<file path="src/rtl/defines.vh">
// Shared sizing and predictor-counter encodings for the branch target buffer.
`ifndef BTB_DEFINES_VH
`define BTB_DEFINES_VH

`define BTB_LINE_NUM  8
`define BTB_LINE_SIZE 3

// Two-bit saturating counter encodings; bit 1 is the taken prediction.
`define BTB_STRONG_NT 2'b00
`define BTB_WEAK_NT   2'b01
`define BTB_WEAK_T    2'b10
`define BTB_STRONG_T  2'b11

`endif

</file>
<file path="src/rtl/branch_target_buffer_pkg.sv">
// Common types and helpers for the branch target buffer and its victim selector.
`include "defines.vh"

package branch_target_buffer_pkg;

  localparam int LINE_NUM = `BTB_LINE_NUM;
  localparam int IDX_W    = `BTB_LINE_SIZE;

  typedef logic [1:0]       ctr_t;
  typedef logic [IDX_W-1:0] idx_t;

  // Next value of a two-bit saturating predictor given the resolved outcome.
  function automatic ctr_t ctr_next(input ctr_t c, input logic taken);
    ctr_t r;
    r = c;
    if (taken) begin
      if (c != `BTB_STRONG_T) r = c + 2'd1;
    end else begin
      if (c != `BTB_STRONG_NT) r = c - 2'd1;
    end
    return r;
  endfunction

endpackage

</file>
<file path="src/rtl/branch_target_buffer_lru_counter.sv">
// True-LRU victim selector: each line holds a distinct age rank, the line
// with the highest rank is the least recently accessed and is the victim.
`include "defines.vh"

module lru_counter
  import branch_target_buffer_pkg::*;
(
  input  logic clk,
  input  logic rst,
  input  logic en,
  input  logic hit,
  input  idx_t hit_line,
  output idx_t lru_line
);

  idx_t age_q [LINE_NUM];
  idx_t age_d [LINE_NUM];
  idx_t victim;
  idx_t access_idx;

  // Victim is the single line whose age rank is the oldest possible value.
  always_comb begin
    victim = '0;
    for (int i = 0; i < LINE_NUM; i++) begin
      if (age_q[i] == idx_t'(LINE_NUM - 1)) victim = idx_t'(i);
    end
  end

  assign lru_line   = victim;
  assign access_idx = hit ? hit_line : victim;

  // Accessed line becomes youngest; every line younger than it ages by one.
  always_comb begin
    age_d = age_q;
    if (en) begin
      for (int i = 0; i < LINE_NUM; i++) begin
        if (idx_t'(i) == access_idx) begin
          age_d[i] = '0;
        end else if (age_q[i] < age_q[access_idx]) begin
          age_d[i] = age_q[i] + idx_t'(1);
        end
      end
    end
  end

  // Reset ranks make line 0 the first victim, then line 1, and so on.
  always_ff @(posedge clk) begin
    if (rst) begin
      for (int i = 0; i < LINE_NUM; i++) age_q[i] <= idx_t'(LINE_NUM - 1 - i);
    end else begin
      age_q <= age_d;
    end
  end

endmodule

</file>
<file path="src/rtl/branch_target_buffer.sv">
// Fully associative 8-line branch target buffer with 2-bit saturating
// direction counters and LRU replacement. Lookups are purely combinational
// on current state, so a same-cycle update is never visible to the lookup.
`include "defines.vh"

module branch_target_buffer
  import branch_target_buffer_pkg::*;
#(
  parameter int DATA_WIDTH = 32
) (
  input  logic                  clk,
  input  logic                  rst,
  input  logic                  en,
  input  logic [DATA_WIDTH-1:0] lookup_pc,
  output logic                  predict_hit,
  output logic                  predict_taken,
  output logic [DATA_WIDTH-1:0] predict_target,
  input  logic                  update_en,
  input  logic [DATA_WIDTH-1:0] update_pc,
  input  logic                  update_taken,
  input  logic [DATA_WIDTH-1:0] update_target
);

  localparam int TAG_W = DATA_WIDTH - 2;

  logic [LINE_NUM-1:0]   valid_q, valid_d;
  logic [TAG_W-1:0]      tag_q    [LINE_NUM];
  logic [TAG_W-1:0]      tag_d    [LINE_NUM];
  logic [DATA_WIDTH-1:0] target_q [LINE_NUM];
  logic [DATA_WIDTH-1:0] target_d [LINE_NUM];
  ctr_t                  ctr_q    [LINE_NUM];
  ctr_t                  ctr_d    [LINE_NUM];

  logic                  look_hit;
  idx_t                  look_idx;
  logic                  upd_hit;
  idx_t                  upd_idx;
  logic                  upd_fire;
  logic                  lru_en;
  idx_t                  lru_line;
  logic [DATA_WIDTH-1:0] pc_plus4;

  // Byte-offset bits are not part of the tag.
  logic unused_pc_lsbs;
  assign unused_pc_lsbs = ^{lookup_pc[1:0], update_pc[1:0]};

  // Lookup match; scanning downwards leaves the lowest matching index.
  always_comb begin
    look_hit = 1'b0;
    look_idx = '0;
    for (int i = LINE_NUM - 1; i >= 0; i--) begin
      if (valid_q[i] && (tag_q[i] == lookup_pc[DATA_WIDTH-1:2])) begin
        look_hit = 1'b1;
        look_idx = idx_t'(i);
      end
    end
  end

  // Update match against the same pre-update state.
  always_comb begin
    upd_hit = 1'b0;
    upd_idx = '0;
    for (int i = LINE_NUM - 1; i >= 0; i--) begin
      if (valid_q[i] && (tag_q[i] == update_pc[DATA_WIDTH-1:2])) begin
        upd_hit = 1'b1;
        upd_idx = idx_t'(i);
      end
    end
  end

  // Prediction outputs; fall-through PC wraps naturally at DATA_WIDTH bits.
  always_comb begin
    pc_plus4       = lookup_pc + DATA_WIDTH'(4);
    predict_hit    = look_hit;
    predict_taken  = look_hit & ctr_q[look_idx][1];
    predict_target = predict_taken ? target_q[look_idx] : pc_plus4;
  end

  assign upd_fire = en & update_en;
  // LRU moves on a training hit or on an allocation, never on a not-taken miss.
  assign lru_en   = upd_fire & (upd_hit | update_taken);

  lru_counter u_lru (
    .clk      (clk),
    .rst      (rst),
    .en       (lru_en),
    .hit      (upd_hit),
    .hit_line (upd_idx),
    .lru_line (lru_line)
  );

  // Next-state: train an existing line, or allocate the LRU line on a taken miss.
  always_comb begin
    valid_d  = valid_q;
    tag_d    = tag_q;
    target_d = target_q;
    ctr_d    = ctr_q;
    if (upd_fire) begin
      if (upd_hit) begin
        ctr_d[upd_idx] = ctr_next(ctr_q[upd_idx], update_taken);
        if (update_taken) target_d[upd_idx] = update_target;
      end else if (update_taken) begin
        valid_d[lru_line]  = 1'b1;
        tag_d[lru_line]    = update_pc[DATA_WIDTH-1:2];
        target_d[lru_line] = update_target;
        ctr_d[lru_line]    = `BTB_WEAK_T;
      end
    end
  end

  // State registers; reset wins over any update in the same cycle.
  always_ff @(posedge clk) begin
    if (rst) begin
      valid_q <= '0;
      for (int i = 0; i < LINE_NUM; i++) begin
        tag_q[i]    <= '0;
        target_q[i] <= '0;
        ctr_q[i]    <= `BTB_STRONG_NT;
      end
    end else begin
      valid_q  <= valid_d;
      tag_q    <= tag_d;
      target_q <= target_d;
      ctr_q    <= ctr_d;
    end
  end

endmodule

</file>
<file path="config.mk">
export PLATFORM = sky130hd
export DESIGN_NAME = branch_target_buffer
export DESIGN_NICKNAME = d
export VERILOG_FILES = /design/src/rtl/branch_target_buffer_pkg.sv /design/src/rtl/branch_target_buffer_lru_counter.sv /design/src/rtl/branch_target_buffer.sv
export VERILOG_INCLUDE_DIRS = /design/src /design/src/rtl
export SDC_FILE = /design/constraint.sdc
export NUM_CORES = 2
export LEC_CHECK = 0
export ABC_CLOCK_PERIOD_IN_PS = 9400
export CAP_MARGIN = 20
export CORE_ASPECT_RATIO = 1.5
export CORE_UTILIZATION = 31
export DETAILED_ROUTE_END_ITERATION = 10
export GPL_TIMING_DRIVEN = 0
export PLACE_DENSITY_LB_ADDON = 0.3
export SLEW_MARGIN = 30
export SYNTH_ARGS = -nofsm -noshare
export SYNTH_HDL_FRONTEND = slang
export SYNTH_SLANG_ARGS = --single-unit
export TNS_END_PERCENT = 50
</file>
<file path="constraint.sdc">
create_clock -name clk -period 9.4 [get_ports clk]
set_input_delay 1.88 -clock clk [delete_from_list [all_inputs] [get_ports clk]]
set_output_delay 1.88 -clock clk [all_outputs]
set_load 0.02 [all_outputs]
</file>
---- After elaboration in Yosys (flattened, before gate mapping) ----
Index checks and enable logic that the tools add are counted.
cells by class
  add/sub/neg operators ................... 11
  magnitude comparators ................... 16
  eq/ne operators ......................... 31
  multiplexer cells ....................... 95
  bitwise gates (word level) .............. 13
  reductions and logical operators ........ 41
operator list
  operator                                                   number
  2-to-1 mux 256 bit                                         3
  bitwise mux 256 bit                                        2
  == test 30 bit                                             16
  bitwise mux 240 bit                                        1
  demux 32 bit (select 3 bit)                                2
  2-to-1 mux 32 bit                                          5
  2-to-1 mux 3 bit                                           39
  binary-select mux 32 bit (select 3 bit)                    1
  demux 30 bit (select 3 bit)                                1
  adder 32 x 3 -> 32 bit (second input constant)             1
  2-to-1 mux 16 bit                                          2
  2-to-1 mux 30 bit                                          1
  2-to-1 mux 2 bit                                           13
  adder 3 x 1 -> 3 bit (second input constant)               8
  less-than comparator 3 bit                                 8
  == test 3 bit (second input constant)                      7
  AND reduction 2 bit                                        10
  nonzero test 2 bit                                         10
  logical AND 1 bit                                          19
  2-to-1 mux 1 bit                                           18
  bitwise mux 16 bit                                         1
  greater-or-equal comparator 4 bit (second input constant)  4
  NOT 3 -> 4 bit                                             4
  OR 8 bit                                                   2
  other kinds (20)                                           29
storage, ports and cells
  register bits ........................... 544
  input port bits ......................... 101
  output and inout bits ................... 34
  logic and storage cells ................. 240

---- Longest topological paths before layout ----
  word-level depth ........................ 21
  depth in mapped cells ................... 19
  gate-level depth less buffers ........... 16

---- Cells and area by module ----
From an unflattened synthesis, not the netlist that was laid out.
unflattened totals
  cell total of the unflattened synthesis .. 3,556
  area, all modules ....................... 29,350.6 um^2
modules (own cells, without submodules)
  module                instances  cells each  area each (um^2)  seq. area each (um^2)
  branch_target_buffer  1          3,296       27,191.1          10,410.0
  lru_counter           1          260         2,159.6           480.5

---- Worst setup path after synthesis ----
No wires, ideal clock.
  kind .................................... input port to output port
  start ................................... input port lookup_pc[30]
  end ..................................... output port predict_target[22]
  arrival ................................. 5,448 ps
  path slack .............................. 2,072 ps
  stages on the path ...................... 15
  buffers on the path ..................... 4
  path through ............................ clkbuf_1 xnor2_1 nand4_1 nor4_1 nand4_1 o21ai_0 nand2_1 a21bo_2 a21boi_0 clkbuf_1 mux4_2 a22o_1 buf_2 buf_1 a21oi_1
on the way
  word-level cells in the longest chain between the ends .. 16
ends and longest elaborated chain
  what                                                 RTL line                    RTL
  start, declared                                      branch_target_buffer.sv:14  input logic [DATA_WIDTH-1:0] lookup_pc,
  == test 30 bit                                       branch_target_buffer.sv:52  if (valid_q[i] && (tag_q[i] == lookup_pc[DATA_WIDTH-1:2])) begin
  logical AND 1 bit                                    branch_target_buffer.sv:52
  2-to-1 mux 3 bit (8 in a row)                        branch_target_buffer.sv:52
  NOT 3 -> 4 bit (implied by the code)                 branch_target_buffer.sv:75  predict_taken = look_hit & ctr_q[look_idx][1];
  binary-select mux 2 bit (select 3 bit)               branch_target_buffer.sv:75
  2-to-1 mux 2 bit (implied by the code) (2 in a row)  branch_target_buffer.sv:75
  AND 1 bit (*)                                        branch_target_buffer.sv:75
  named net predict_taken                              branch_target_buffer.sv:16  output logic predict_taken,
  2-to-1 mux 32 bit (*)                                branch_target_buffer.sv:76  predict_target = predict_taken ? target_q[look_idx] : pc_plus4;
  end, declared                                        branch_target_buffer.sv:17  output logic [DATA_WIDTH-1:0] predict_target,
The timed path passes the listed nets; every way through them passes the cells marked *. The select of a mux whose other input is x is not followed.

---- Worst setup path after layout ----
  start ................................... input port lookup_pc[3]
  end ..................................... output port predict_target[22]
on the way
  word-level cells in the longest chain between the ends .. 16
ends and longest elaborated chain
  what                                                 RTL line
  == test 30 bit                                       branch_target_buffer.sv:52
  logical AND 1 bit                                    branch_target_buffer.sv:52
  2-to-1 mux 3 bit (8 in a row)                        branch_target_buffer.sv:52
  NOT 3 -> 4 bit (implied by the code)                 branch_target_buffer.sv:75, branch_target_buffer.sv:76
  binary-select mux 2 bit (select 3 bit)               branch_target_buffer.sv:75
  2-to-1 mux 2 bit (implied by the code) (2 in a row)  branch_target_buffer.sv:75
  AND 1 bit                                            branch_target_buffer.sv:75
  2-to-1 mux 32 bit (*)                                branch_target_buffer.sv:76
Mark *: on every way between the ends. The rest lies on a longest branch, timed or not. The select of a mux whose other input is x is not followed.

==> reports/metrics.yaml <==
synth:
  ys_ff_latch: 544
  async_flop_share_pct: 0
  syn_area_per_cell_um2: 7.71
  synth_edf_count: 0
  syn_nets: 4019
  ys.flop_type: "dfxtp_1"
  netlist_instances: 3894
  yosys.area.top_type: "dfxtp_1"
  yosysWarnings: 0
  seq_area_frac_synth_pct: 36.3
  synthDistinctLibCells: 77
  netlist_top_cells_area: "dfxtp_1 36%, nand2_1 13%, xnor2_1 11%"
  netlist_area_um2: 30000
  synth_top_area_share_pct: 36.3
clocking:
  ctsHoldBuffers: 0
  numCtsBuffers: 56
  cts_buffer_depth: 3
  cts_tree: "built"
  cts_htree_levels: 2
  cts_root_buf: "clkbuf_16"
  clk_pin_slew_ns: 0.06
  clock-sinks: 544
  clk-insertion-delay-late_ns: 0.69
floorplan:
  die-area_um2: 98100
  die_x_um: 256
  io_pins: 135
  core_um2: 95800
  start_util_pct: 31.3
  die-height_um: 383
  rows: 139
min_path:
  holdCritPathClass: "reg2reg"
  min_from: "target_q[28]"
final_layout:
  layout.nets: 4136
  drive_above_1_share_pct: 7.40
  seqCellArea_um2: 10900
  multi_input_area_um2: 17600
  finalInstanceArea_um2: 34400
  final_util_pct: 35.8
  nFillCells: 10113
  area_growth_pct: 14.4
timing:
  setup_violations: 0
  worstMarginPinSlew_ns: 1.19
  fmax_mhz: 107
  maxSlewHeadroom_pct: 20.0
  rsz0062_at_grt: "true"
  min_period_ns: 9.38
  finalCritPeriodShare_pct: 99.8
  holdWs_ns: 0.454
  finalHoldViolCount: 0
  slew_violations: 0
  fin_ws_ns: 0.0185
  skew_ns: 0.0650
global_route:
  grt_use_total_pct: 27.7
  grt_pass1_vias: 27944
  antenna_found_initial: 6
  grt_overflow_total: 0
  grt_pass1_wl_um: 197000
  grt_max_degree: 17
worst_setup_path:
  r2r-start: "tag_q[198]"
  critPathKind: "in2out"
  cp_slowest_cell: "clkdlybuf4s50_1"
  critical_path_buf_inv_count: 5
  slowest_delay_ns: 0.77
  endpoint_kind: "primary output"
  worstPathMaxFanout: 10
  worstSetupStartpoint: "lookup_pc[3]"
  path_cells: "clkdlybuf4s50_1 -> buf_2 -> xnor2_1 -> nand3_1 -> or4b_2 -> nor4_1 -> nand4_1 -> nand2_1 -> buf_2 -> buf_4 -> mux2i_1 -> mux2i_1 -> mux2i_1 -> a21oi_4 -> clkdlybuf4s50_1"
  critPathLaunchType: "primary input"
  cp_top_family: "buffers and inverters"
  cp.required_ns: 7.52
  cpMostUsedCell: "mux2i_1"
  cp.arrival_ns: 7.50
drt:
  vias: 29027
  drt_first_iter_violations: 2674
  avgViaCountPerCell: 5.45
  ant_nets: 0
  firstDrtPassIters: 6
  wl_um: 139000
  drcViolationCount: 0
  wl_per_cell_um: 26.2
placed_design:
  pre_cts_slack_ns: -1.21
  portBuffers: 57
  gp_congestion: 0.995
  dpl_cell_area_um2: 32200
  hpwl_um: 102000
pwr:
  comb_power_share_pct: 14.7
  peakVddDrop_mv: 0.149
  p_sw_share_pct: 29.5
  p_seq_share_pct: 42.3
  switchingPower_mw: 1.66
  p_int_mw: 3.97
  power.density_nw_per_um2: 164
  p_clk_share_pct: 43.0
  total_leakage_power_nw: 11.3
job:
  maxCapViolCount: 0
status:
  outcome: "completed"
## routing by layer
layer | routed length (um) | up-vias | GRT usage (%)
met5 | 0 | - | 0
met1 | 51000 | 13777 | 31.3
met3 | 10600 | 485 | 4.43
met4 | 13100 | 0 | 22.9
met2 | 64500 | 1460 | 45.8
li1 | - | 13305 | -
## stage by stage
step           total power [mW]  cells  TNS, ns
3_3_place_gp               3.23   5220   -39.12
3_5_place_dp               3.24   5220   -27.38
4_1_cts                    5.62   5320        0
2_1_floorplan              2.92   3894        0
6_report                   5.63   5324        0
5_1_grt                    5.77   5322  -0.0133
## worst min-delay path: cells and delay by family, from the launching register on
kind	cells	cell delay, ns
DFF	1	0.30
and+or+nand+nor	1	0.05
AOI/OAI and AO/OA	1	0.05
## synth_stat cells (all sizes together), types with 3 or more instances
cell        n
nor3b       4
buf       122
xnor2     375
a2bb2oi     3
a21boi      4
and3       10
o221ai      4
or4         5
nor2b      47
a221o       3
nand3      51
nor4b       4
or4b        5
a21oi     557
nand4     123
xor2      132
nor3       37
nand2    1022
a211oi     68
and4        4
o21ai      32
nand3b      3
and2        8
mux2        5
nand4b      4
o21a        5
a21o        6
dfxtp     544
o22ai       3
a22oi       6
ha         24
nand2b     12
a31oi       4
or2         7
nor2      157
mux2i     172
nor4       62
clkbuf    211
o211ai      4
inv        13
## kinds of logic (layout without fill, tap and decap cells)
kind of cell,after synthesis,after routing,synth area share (%)
AOI/OAI and AO/OA,721,721,13.4
muxes,179,179,6.08
adders and majority gates,26,26,1.07
buffers and inverters,346,505,5.46
and+or+nand+nor,1571,1571,22.9
other,0,2,0
xor gates and xnor gates,507,507,14.8
DFF,544,544,36.3
## power groups by stage
stage	Combinational (mW)	Clock, mW	Sequential, mW
2_1_floorplan	0.497	0	2.42
3_3_place_gp	0.798	0	2.43
3_5_place_dp	0.803	0	2.43
4_1_cts	0.808	2.43	2.38
5_1_grt	0.868	2.51	2.39
6_report	0.828	2.42	2.38
## worst paths after layout
kind	slack, ns	end	cells after the start
worst min-delay path	0.45	target_q[28]	2
worst max register to register	4.21	u_lru.age_q[20]	14
worst min register to register	0.45	target_q[28]	2
worst max-delay path	0.02	predict_target[22]	15
## flip-flops by register name, summed over array words and instances (netlist names)
register and count:
ctr_q 16, u_lru.age_q 24, valid_q 8, tag_q 240
target_q 256
## placed cells by master (no fill, tap or decap), types with 68 or more instances in the layout
master / n
clkbuf_1: 179
nand4_1: 123
a211oi_1: 68
nor2_1: 154
a21oi_1: 548
mux2i_1: 171
xor2_1: 132
nand2_1: 1022
dfxtp_1: 544
xnor2_1: 374
## what timing repair did
action | in CTS | in global routing
buffers inserted | 0 | 2
endpoints found under the hold margin | 0 | 0
setup endpoints to repair | 33 | 27
pin swaps | 0 | 2
resized for setup | 39 | 24
## cell type report
class / count / share of cell area, %
clock inverters: 17 / 0.783
diodes: 2 / 0.0146
plain buffers: 333 / 4.91
repair buffers: 59 / 1.72
clock buffers: 83 / 4.84
multi-input cells: 3004 / 51.3
well taps: 1269 / 4.62
flip-flops and latches: 544 / 31.7
inverters: 13 / 0.142
(Power assumes the default switching activity.)
